--- config.mk ---
export PLATFORM = sky130hd
export DESIGN_NAME = rtc_cfg_sequencer
export DESIGN_NICKNAME = d
export VERILOG_FILES = /design/src/rtl/rtc_cfg_sequencer.sv
export SDC_FILE = /design/constraint.sdc
export NUM_CORES = 1
export LEC_CHECK = 0
export ABC_AREA = 1
export CORE_UTILIZATION = 48
export DETAILED_ROUTE_END_ITERATION = 10
export GPL_TIMING_DRIVEN = 0
export PLACE_DENSITY = 0.88
export REMOVE_ABC_BUFFERS = 1
export SYNTH_ARGS = -nofsm -noshare
export SYNTH_HDL_FRONTEND = slang
export SYNTH_SLANG_ARGS = --single-unit
export TNS_END_PERCENT = 30
--- constraint.sdc ---
create_clock -name pclk -period 3.07 [get_ports pclk]
set_clock_uncertainty 0.1 [all_clocks]
set_input_delay 0.4605 -clock pclk [delete_from_list [all_inputs] [get_ports pclk]]
set_output_delay 0.4605 -clock pclk [all_outputs]
set_load 0.1 [all_outputs]
--- src/rtl/rtc_cfg_sequencer.sv ---
// rtc_cfg_sequencer: APB master that programs the RTC block (disable, INIT_*, CONFIG, enable) from one start pulse.
// Optional feature macro RTC_SEQ_READBACK_EN: reads INIT_* back after CONFIG and checks them before enabling.
module rtc_cfg_sequencer #(
  parameter logic [31:0] BASE_ADDR = 32'h0,
  parameter int unsigned TIMEOUT   = 16
) (
  input  logic        pclk,
  input  logic        presetn,
  input  logic        start_i,
  input  logic [31:0] cfg_i,
  input  logic [5:0]  init_sec_i,
  input  logic [5:0]  init_min_i,
  input  logic [6:0]  init_hours_i,
  input  logic [2:0]  init_dow_i,
  input  logic [4:0]  init_dom_i,
  input  logic [3:0]  init_month_i,
  input  logic [11:0] init_year_i,
  output logic        busy_o,
  output logic        done_o,
  output logic        err_o,
  output logic        psel_o,
  output logic        penable_o,
  output logic        pwrite_o,
  output logic [31:0] paddr_o,
  output logic [31:0] pwdata_o,
  input  logic [31:0] prdata_i,
  input  logic        pready_i,
  input  logic        pslverr_i
);

  localparam int unsigned IDX_W = 5;
`ifdef RTC_SEQ_READBACK_EN
  localparam logic [IDX_W-1:0] LAST_IDX = IDX_W'(16);
`else
  localparam logic [IDX_W-1:0] LAST_IDX = IDX_W'(9);
`endif
  localparam int unsigned CNT_W = $clog2(TIMEOUT + 1);
  localparam logic [CNT_W-1:0] CNT_LAST = CNT_W'(TIMEOUT - 1);
  localparam logic [CNT_W-1:0] CNT_MAX  = '1;

  typedef enum logic [2:0] {IDLE, SETUP, ACCESS, NEXT, DONE} state_t;

  state_t           state_q, state_d;
  logic [IDX_W-1:0] idx_q, idx_d;
  logic [CNT_W-1:0] cnt_q, cnt_d;
  logic             err_d, snap_en, rd_bad, rd_next;

  logic [5:0]  sec_q, min_q;
  logic [6:0]  hours_q;
  logic [2:0]  dow_q;
  logic [4:0]  dom_q;
  logic [3:0]  month_q;
  logic [11:0] year_q;
  logic [31:0] cfg_q;

  // Snapshot field k (0=sec .. 6=year), zero-extended
  function automatic logic [31:0] field(input logic [2:0] k);
    case (k)
      3'd0:    return 32'(sec_q);
      3'd1:    return 32'(min_q);
      3'd2:    return 32'(hours_q);
      3'd3:    return 32'(dow_q);
      3'd4:    return 32'(dom_q);
      3'd5:    return 32'(month_q);
      3'd6:    return 32'(year_q);
      default: return 32'h0;
    endcase
  endfunction

  // Step index -> register offset: 0 disable, 1..7 INIT_*, 8 CONFIG, reads, LAST enable
  function automatic logic [31:0] offset_of(input logic [IDX_W-1:0] i);
    if (i >= IDX_W'(1) && i <= IDX_W'(7)) return 32'h28 + (32'(i - IDX_W'(1)) << 2);
    if (i == IDX_W'(8))                   return 32'h04;
`ifdef RTC_SEQ_READBACK_EN
    if (i >= IDX_W'(9) && i <= IDX_W'(15)) return 32'h28 + (32'(i - IDX_W'(9)) << 2);
`endif
    return 32'h0;
  endfunction

  function automatic logic [31:0] wdata_of(input logic [IDX_W-1:0] i);
    if (i >= IDX_W'(1) && i <= IDX_W'(7)) return field(3'(i - IDX_W'(1)));
    if (i == IDX_W'(8))                   return cfg_q;
    if (i == LAST_IDX)                    return 32'h1;
    return 32'h0;
  endfunction

`ifdef RTC_SEQ_READBACK_EN
  function automatic logic is_read(input logic [IDX_W-1:0] i);
    return (i >= IDX_W'(9)) && (i <= IDX_W'(15));
  endfunction

  function automatic logic [31:0] field_mask(input logic [2:0] k);
    case (k)
      3'd0, 3'd1: return 32'h3F;
      3'd2:       return 32'h7F;
      3'd3:       return 32'h7;
      3'd4:       return 32'h1F;
      3'd5:       return 32'hF;
      default:    return 32'hFFF;
    endcase
  endfunction

  logic [2:0] rd_k;
  assign rd_k    = 3'(idx_q - IDX_W'(9));
  assign rd_bad  = is_read(idx_q) && ((prdata_i & field_mask(rd_k)) != field(rd_k));
  assign rd_next = is_read(idx_d);
`else
  logic unused_prdata;
  assign unused_prdata = ^prdata_i;
  assign rd_bad  = 1'b0;
  assign rd_next = 1'b0;
`endif

  always_ff @(posedge pclk or negedge presetn) begin
    if (!presetn) begin
      state_q <= IDLE;
      idx_q   <= '0;
      cnt_q   <= '0;
    end else begin
      state_q <= state_d;
      idx_q   <= idx_d;
      cnt_q   <= cnt_d;
    end
  end

  // Aborts jump the index to the last step so NEXT heads straight to DONE
  always_comb begin
    state_d = state_q;
    idx_d   = idx_q;
    cnt_d   = cnt_q;
    err_d   = err_o;
    snap_en = 1'b0;
    unique case (state_q)
      IDLE: begin
        if (start_i) begin
          state_d = SETUP;
          idx_d   = '0;
          err_d   = 1'b0;
          snap_en = 1'b1;
        end
      end
      SETUP: begin
        state_d = ACCESS;
        cnt_d   = '0;
      end
      ACCESS: begin
        if (cnt_q != CNT_MAX) cnt_d = cnt_q + CNT_W'(1);
        if (pready_i) begin
          state_d = NEXT;
          if (pslverr_i || rd_bad) begin
            err_d = 1'b1;
            idx_d = LAST_IDX;
          end
        end else if (cnt_q >= CNT_LAST) begin
          state_d = NEXT;
          err_d   = 1'b1;
          idx_d   = LAST_IDX;
        end
      end
      NEXT: begin
        if (idx_q == LAST_IDX) begin
          state_d = DONE;
        end else begin
          state_d = SETUP;
          idx_d   = idx_q + IDX_W'(1);
        end
      end
      DONE:    state_d = IDLE;
      default: state_d = IDLE;
    endcase
  end

  always_ff @(posedge pclk or negedge presetn) begin
    if (!presetn) begin
      sec_q   <= '0;
      min_q   <= '0;
      hours_q <= '0;
      dow_q   <= '0;
      dom_q   <= '0;
      month_q <= '0;
      year_q  <= '0;
      cfg_q   <= '0;
    end else if (snap_en) begin
      sec_q   <= init_sec_i;
      min_q   <= init_min_i;
      hours_q <= init_hours_i;
      dow_q   <= init_dow_i;
      dom_q   <= init_dom_i;
      month_q <= init_month_i;
      year_q  <= init_year_i;
      cfg_q   <= cfg_i;
    end
  end

  // Outputs registered from the next state; address/data loaded on entry to SETUP and held
  always_ff @(posedge pclk or negedge presetn) begin
    if (!presetn) begin
      busy_o    <= 1'b0;
      done_o    <= 1'b0;
      err_o     <= 1'b0;
      psel_o    <= 1'b0;
      penable_o <= 1'b0;
      pwrite_o  <= 1'b0;
      paddr_o   <= '0;
      pwdata_o  <= '0;
    end else begin
      busy_o    <= (state_d == SETUP) || (state_d == ACCESS) || (state_d == NEXT);
      done_o    <= (state_d == DONE);
      err_o     <= err_d;
      psel_o    <= (state_d == SETUP) || (state_d == ACCESS);
      penable_o <= (state_d == ACCESS);
      if (state_d == SETUP) begin
        paddr_o  <= BASE_ADDR + offset_of(idx_d);
        pwdata_o <= wdata_of(idx_d);
        pwrite_o <= !rd_next;
      end
    end
  end

endmodule
=== Word level (Yosys, flattened, before mapping) ===
Cells that the tools add are included.

* Word-level logic and storage cells: 97
* Output and inout bits: 70
* Register bits: 158

* Add/subtract/negate cells: 5
* Magnitude comparators: 3
* Reduce and logical (&&, ||, !) cells: 9
* Equality and inequality tests: 21
* Multiplexer cells: 40

{| class="wikitable"
|+ Operator list
! operator !! count
|-
| $mux W32 || 10
|-
| $pmux W12 S7 || 1
|-
| $mux W5 || 6
|-
| $eq A3 B2 Y1 const B || 6
|-
| $eq A5 B4 Y1 const B || 3
|-
| $mux W1 || 15
|-
| $pmux W5 S3 || 1
|-
| $eq A3 B3 Y1 const B || 4
|-
| $mux W3 || 4
|-
| $pmux W3 S4 || 1
|-
| $add A5 B1 Y5 const B || 2
|-
| $pmux W5 S2 || 1
|-
| $add A7 B8 Y9 const A || 1
|-
| $eq A3 B1 Y1 const B || 3
|-
| $logic_not A3 Y1 || 2
|-
| $ne A3 B3 Y1 const B || 2
|-
| $sub A5 B1 Y6 const B || 1
|-
| $ge A5 B1 Y1 const B || 1
|-
| $ge A5 B4 Y1 const B || 1
|-
| $le A5 B3 Y1 const B || 1
|-
| $ne A5 B5 Y1 const B || 1
|-
| $ne A2 B2 Y1 const B || 2
|-
| $reduce_and A4 Y1 || 1
|-
| $reduce_bool A2 Y1 || 2
|-
| other kinds (5) || 6
|}

=== Logic depth before layout (Yosys ltp) ===
Gate-level depths: netlist of the first run.

* Word-level depth: 16
* Depth in mapped cells: 20
* Depth with buffers taken out: 19

=== Least setup slack after synthesis of the first run ===
Ideal clock, no wire load.

* Path kind: reg-to-reg
* Start point: register cnt_q[0]
* End point: register paddr_o[4]
* Arrival: 2431 ps
* Cell stages (with the launch flop): 18
* Library setup time: 122 ps
* Clock period less this slack: 2652 ps
* Required time: 2848 ps
* Path slack: 418 ps
* Cells stage by stage: dfrtp_1 ha_1 nand2_1 nor2_1 ha_1 nor2_1 nand2_1 nand2_1 nand2_1 nand2_1 nand3_1 buf_2 ha_1 inv_1 nand4_2 nand4_4 inv_2 a22o_1

* Cells in the longest elaborated chain, start to end: 10
* Elaborated cells between the ends (all ways): 23

{| class="wikitable"
|+ Ends and longest elaborated chain
! what !! line !! RTL
|-
| from (decl) || 45 || <nowiki>logic [CNT_W-1:0] cnt_q, cnt_d;</nowiki>
|-
| from (signal assigned) || 122 || <nowiki>cnt_q <= cnt_d;</nowiki>
|-
| $ge A5 B4 Y1 (*) || 154 || <nowiki>end else if (cnt_q >= CNT_LAST) begin</nowiki>
|-
| $mux W5 (*) || 154 ||
|-
| $mux W5 (*) || 148 || <nowiki>if (pready_i) begin</nowiki>
|-
| $pmux W5 S3 (*) || 133 || <nowiki>unique case (state_q)</nowiki>
|-
| net idx_d[0] || 44 || <nowiki>logic [IDX_W-1:0] idx_q, idx_d;</nowiki>
|-
| $sub A5 B1 Y6 / $eq A5 B4 Y1 (equally long branches) || 72, 73 ||
|-
| $add A7 B8 Y9 / $mux W1 (equally long branches) || 72, 73 ||
|-
| $mux W32 / $mux W1 (equally long branches) || 72, 73 ||
|-
| $mux W32 / $mux W1 (equally long branches) || 73, 212 ||
|-
| $mux W32 || 77 || <nowiki>return 32'h0;</nowiki>
|-
| $mux W32 (*) || 73 || <nowiki>if (i == IDX_W'(8)) return 32'h04;</nowiki>
|-
| to (signal assigned) || 213 || <nowiki>paddr_o <= BASE_ADDR + offset_of(idx_d);</nowiki>
|-
| to (decl) || 24 || <nowiki>output logic [31:0] paddr_o,</nowiki>
|}

The timed path passes the listed nets; every way through them passes the cells marked *. The select of a mux whose other input is x is not followed.
A chain may end at the register's enable or synchronous reset.

==> results of run 1 <==
## layout make-up
| type | count | share of cell area [%] |
|---|---|---|
| Tap cell | 172 | 2.54 |
| Clock buffer | 22 | 5.49 |
| Timing Repair Buffer | 157 | 19.2 |
| Inverter | 52 | 2.42 |
| Multi-Input combinational cell | 384 | 30.1 |
| Sequential cell | 133 | 39.3 |
| Clock inverter | 6 | 0.946 |
## synthesized netlist by cell type, types with 2 or more instances
master	instances
or2_2	2
nand3_1	34
ha_1	8
nor2_4	7
a22oi_1	3
nand3_2	2
nor2_2	3
clkbuf_1	8
inv_2	3
buf_2	8
nor3_1	3
o21bai_1	2
a22oi_2	2
a21oi_1	21
nor2_1	43
nand2_4	6
a22o_1	11
mux2_2	59
buf_6	3
nand2_1	105
dfrtp_1	133
o21ai_0	26
nand4_1	20
o21ai_1	2
nand3b_4	2
inv_1	47
buf_4	25
nand2_2	9
nand3b_1	2
## flip-flops by register name (all words and copies together) (netlist names), 3 cells and up
register  flops
min_q         6
cnt_q         5
year_q       12
pwdata_o     32
dom_q         5
dow_q         3
cfg_q        32
hours_q       7
month_q       4
idx_q         5
state_q       3
paddr_o       7
sec_q         6
## worst register-to-register path: cells and delay by family (launching register included)
kind / cells / cell delay [ns]
AO/OA/AOI/OAI: 1 / 0.18
adder cells (fa/ha/maj): 3 / 0.67
buffers and inverters: 2 / 0.20
flip-flops: 1 / 0.42
AND/OR/NAND/NOR: 10 / 1.21
## cells by family (layout without fill, tap and decap cells)
| group | Yosys count | in the layout |
|---|---|---|
| AO/OA/AOI/OAI | 72 | 72 |
| XOR/XNOR | 1 | 1 |
| adder cells (fa/ha/maj) | 8 | 8 |
| buffers and inverters | 97 | 237 |
| flip-flops | 133 | 133 |
| multiplexers | 59 | 59 |
| other | 1 | 2 |
| AND/OR/NAND/NOR | 242 | 242 |
## per-layer routing
| metal | vias up | share of wire [%] | global-route usage [%] |
|---|---|---|---|
| li1 | 2285 | - | - |
| met5 | - | 0 | 0 |
| met4 | 0 | 2.1 | 9.11 |
| met1 | 2334 | 43 | 27.6 |
| met2 | 194 | 49 | 37.2 |
| met3 | 32 | 6.1 | 6.12 |
## timing repair
item                                    4_1_cts  5_1_grt
setup buffers                                 0        7
endpoints found under the setup margin       44       49
pin swaps                                     0        1
gates resized for setup                      10       21
hold buffers                                  1        0
endpoints found under the hold margin        57        0
## per-stage QoR
step | instance area [um2] | utilization, % | power, W | TNS [ns] | worst slack [ns]
finish | 8460 | 66.5 | 0.00979 | 0 | 0.147
global route | 8460 | 66.5 | 0.0104 | -0.0431 | -0.0225
CTS | 8350 | 65.6 | 0.00969 | 0 | 0.00581
detailed placement | 7760 | 61.0 | 0.00771 | -35.39 | -1.07
global placement | 7700 | 60.5 | 0.00756 | -804.51 | -4.42
floorplan | 6010 | - | 0.00650 | -420.17 | -12.28
## worst min-delay path by stage
stage                                start                        to  slack [ns]
finish              year_q[11]$_DFFE_PN0P_  pwdata_o[11]$_DFFE_PN0P_        0.37
global route        year_q[11]$_DFFE_PN0P_  pwdata_o[11]$_DFFE_PN0P_        0.39
CTS                 year_q[11]$_DFFE_PN0P_  pwdata_o[11]$_DFFE_PN0P_        0.37
detailed placement                 presetn      cnt_q[4]$_DFFE_PN0P_        0.36
global placement    year_q[10]$_DFFE_PN0P_  pwdata_o[10]$_DFFE_PN0P_        0.35
floorplan                          presetn          busy_o$_DFF_PN0_        0.06
## power breakdown
part           switching (W)  internal (W)
sequential          0.000419       0.00249
combinational        0.00332       0.00168
clock               0.000668       0.00121
==> run metrics, run 1 <==
status finished, final reports clean; num rows 41; Critical Path Stages 1; Crit path largest cell delay 1.25 ns; number of DRC markers in iteration 0 362; setup violators final 0; Critical Path Sink paddr_o[13]; Main synth FF type dfrtp_1; max_slew headroom 31.3%; total clock sinks 133; Initial Utilization 49.5%; Via density 5.23; post-synth top area share 52.8%; total leakage power 4.20 nW; post-synthesis adder-cell area fraction 1.59%; layout cells sized above 1 19.0%; EDFF count, synth 0; Root Driver clkbuf_16; WL/cell 15.8 um; Die W 117 um; Final min period 2.92 ns; Pre-antenna DRT Iters 5; WP buf/inv 1; Final Cycle Share 95.2%; largest family of logic cells by synthesized area simple AND/OR/NAND/NOR gates; WHS 0.368 ns; io pins 182; R2R Setup Slk 0.19 ns; Worst EP required 2.51 ns; Multi-input gate area 2550 um2; max frequency 342 MHz; ys async rst share 100%; vias 4845; xor and xnor fraction of the mapped netlist area 0.139%; initial antenna violation count 0; TritonCTS clock tree yes; Max VDD drop 548 uV; Worst R2R End paddr_o[4]$_DFFE_PN0P_; Synth cell types 43; drt total wl 14600 um; CP Launch Type register; largest net degree at the start of global routing 77; area fraction in compound gates after synthesis 7.34%; Clk pin slew, worst setup/hold paths 0.05 ns; Cells after Synth 613; worst-skew pair later-pin latency 0.41 ns; Syn Std Cell Area 6300 um2; Routed Antenna Nets 0; Yosys reg bits 133; Remaining DRCs 0; max-slew violation count 0; diodes inserted 0; CTS buffer count 17; critical setup path kind reg -> out; YS warnings 0; RSZ-0062 raised after global routing true; most frequent cells in the layout dfrtp_1, clkdlybuf4s50_1, nand2_1, mux2_2, inv_1; Seq/Total Area, Yosys 52.8%; first-pass GRT wire length 23100 um; crit-path cells clkdlybuf4s50_1; final std cells w/o fill 926; CP max stage cell clkdlybuf4s50_1; Max Root-Sink Buffers 2; syn_area_per_cell 10.3 um2; grt ovf 0; RR Startpoint cnt_q[0]$_DFFE_PN0P_; CP Max Fanout 25; largest area contributor in the netlist dfrtp_1; Tightest Hold Check Type reg -> reg; vias in the first global route 4745; commonest non-fill, non-tap cell in the layout dfrtp_1; GP Congestion 0.815; Area Growth Syn to Fin 34.2%; Hold Vio Cnt, Final 0; top cells by area, synth dfrtp_1, mux2_2, nand2_1, buf_4, inv_1; Max Cap Viol 0; Power Dens Cells 1160 nW/um2; die height 117 um; Hold Path Depth 2; Arrival @ worst endpoint 2.36 ns; number of cells after detailed placement 890; r2r worst-path depth 16; GRT Total Usage 22.4%; Least-Margin Pin Slew 1.03 ns; Layout Nets 865; fillers 997; Seq. cell area 3330 um2; multiplexer area fraction after synthesis 10.5%; HPWL Detailed 10300 um; worst setup path startpoint paddr_o[30]$_DFFE_PN0P_; simple-gate area share of the yosys netlist 19.7%; Top Family by Delay on Critical Path buffers and inverters; core area 12700 um2; H-tree depth 4; critical path endpoint category output port; die area 13600 um2; input/output buffers 147
Note: power is estimated with default switching activity, not from simulation.
==> run 2, diff against run 1 <==
--- a/config.mk
+++ b/config.mk
@@ -6,10 +6,10 @@
 export NUM_CORES = 1
 export LEC_CHECK = 0
 export ABC_AREA = 1
-export CORE_UTILIZATION = 48
+export CORE_UTILIZATION = 45
 export DETAILED_ROUTE_END_ITERATION = 10
 export GPL_TIMING_DRIVEN = 0
-export PLACE_DENSITY = 0.88
+export PLACE_DENSITY = 0.83
 export REMOVE_ABC_BUFFERS = 1
 export SYNTH_ARGS = -nofsm -noshare
 export SYNTH_HDL_FRONTEND = slang
==> run 2 against run 1 <==
  * Utilization down 3.5 points
  * Global-route usage fell by 0.57 points
  * Wire length up 5.4%
  * Critical path depth stayed put
  * Critical path type unchanged
  * Critical endpoint is now paddr_o[9]
  * Largest power group unchanged
==> run metrics, run 2 (synthesized netlist as in run 1, its figures left out) <==
post-route setup slack 0.120 ns; die height 120 um; Post-Place Worst Slack -1.28 ns; Hold Vio Cnt, Final 0; setup violators final 0; Util after Layout 63.0%; Least-Margin Pin Slew 1.02 ns; number of DRC markers in iteration 0 275; vias 4936; first-pass GRT wire length 24200 um; Tightest Hold Check Type reg -> reg; Initial Utilization 46.9%; Int Power 0.00525 W; largest net degree at the start of global routing 76; max_slew headroom 31.6%; CP Launch Type register; Worst EP required 2.51 ns; Seq pwr share 29.7%; layout cells sized above 1 20.4%; Critical Path Stages 1; diodes inserted 0; Max VDD drop 557 uV; Power Dens Cells 1160 nW/um2; Comb power frac 52.9%; io pins 182; HPWL Detailed 10300 um; Max Cap Viol 0; Top Family by Delay on Critical Path buffers and inverters; crit-path cells clkdlybuf4s50_1; Remaining DRCs 0; Clk pin slew, worst setup/hold paths 0.05 ns; Die W 120 um; grt ovf 0; total leakage power 4.07 nW; die area 14500 um2; Via density 5.27; H-tree depth 4; r2r worst-path depth 16; Clock power frac 17.4%; total clock sinks 133; max frequency 339 MHz; Max Root-Sink Buffers 2; Finished Cell Area 8480 um2; Layout Nets 870; Largest regs cfg_q: 32 flops, pwdata_o: 32 flops, year_q: 12 flops; Routed Antenna Nets 0; worst-skew pair later-pin latency 0.42 ns; most frequent cells in the layout clkdlybuf4s50_1, dfrtp_1, nand2_1, mux2_2, inv_1; Multi-input gate area 2590 um2; Hold Path Depth 1; Seq. cell area 3330 um2; CTS buffer count 17; WL/cell 16.4 um; TritonCTS clock tree yes; GRT Total Usage 21.8%; DP Area 7770 um2; CP max stage cell clkdlybuf4s50_1; Pre-antenna DRT Iters 5; critical setup path kind reg -> out; input/output buffers 147; number of cells after detailed placement 894; Final Cycle Share 96.1%; switch share 46.5%; final std cells w/o fill 936; CP Max Fanout 25; fillers 1102; initial antenna violation count 0; GP Congestion 0.890; commonest non-fill, non-tap cell in the layout clkdlybuf4s50_1; Crit path largest cell delay 1.25 ns; core area 13500 um2; WHS 0.365 ns; WP buf/inv 1; Area Growth Syn to Fin 34.5%; critical path endpoint category output port; Root Driver clkbuf_16; status finished, final reports clean; max-slew violation count 0; drt total wl 15400 um; num rows 42; sw power 0.00456 W; vias in the first global route 4865; Final min period 2.95 ns; Arrival @ worst endpoint 2.39 ns
run 2: cell type report:
type | count | area share (%)
multi-input combinational | 386 | 30.6
inverter | 52 | 2.45
clock buffer | 22 | 5.36
tap | 176 | 2.60
sequential | 133 | 39.3
timing repair buffer | 160 | 19.4
clock inverter | 7 | 0.413
run 2: path summary, 6_finish.rpt:
| path | end | slack (ns) | startpoint |
|---|---|---|---|
| max | paddr_o[9] | 0.12 | paddr_o[30]$_DFFE_PN0P_ |
| min | pwrite_o$_DFFE_PN0P_ | 0.37 | pwrite_o$_DFFE_PN0P_ |
| max reg2reg | paddr_o[4]$_DFFE_PN0P_ | 0.17 | cnt_q[1]$_DFFE_PN0P_ |
| min reg2reg | pwrite_o$_DFFE_PN0P_ | 0.37 | pwrite_o$_DFFE_PN0P_ |
| max in group asynchronous | pwdata_o[22]$_DFFE_PN0P_ | 1.64 | presetn |
| min in group asynchronous | cnt_q[4]$_DFFE_PN0P_ | 0.49 | presetn |
run 2: stage by stage:
stage	setup TNS, ns	total power, W
after floorplan	-420.17	0.00650
final	0	0.00981
after global placement	-795.58	0.00757
after detailed placement	-41.40	0.00773
after global routing	-0.243	0.0104
after CTS	0	0.00955
run 2: metal layers:
metal,track usage (%),part of all wire (%),vias up
met2,35.5,50,193
met4,8.87,1.5,0
li1,-,-,2300
met5,0,0,-
met1,27.9,43,2422
met3,5.42,5.8,21
run 2: repair_timing:
item | 4_1_cts | 5_1_grt
setup endpoints to repair | 41 | 52
hold endpoints to repair | 58 | 0
hold buffers | 1 | 0
buffers inserted | 0 | 10
pin swaps | 0 | 5
gates cloned | 0 | 2
gates resized for setup | 9 | 24
run 2: power groups by stage:
stage | sequential (W) | clock (W) | combinational (W)
after floorplan | 0.00397 | 0 | 0.00254
after global placement | 0.00288 | 0 | 0.00470
after detailed placement | 0.00292 | 0 | 0.00481
after CTS | 0.00290 | 0.00175 | 0.00490
after global routing | 0.00300 | 0.00183 | 0.00556
final | 0.00291 | 0.00171 | 0.00519
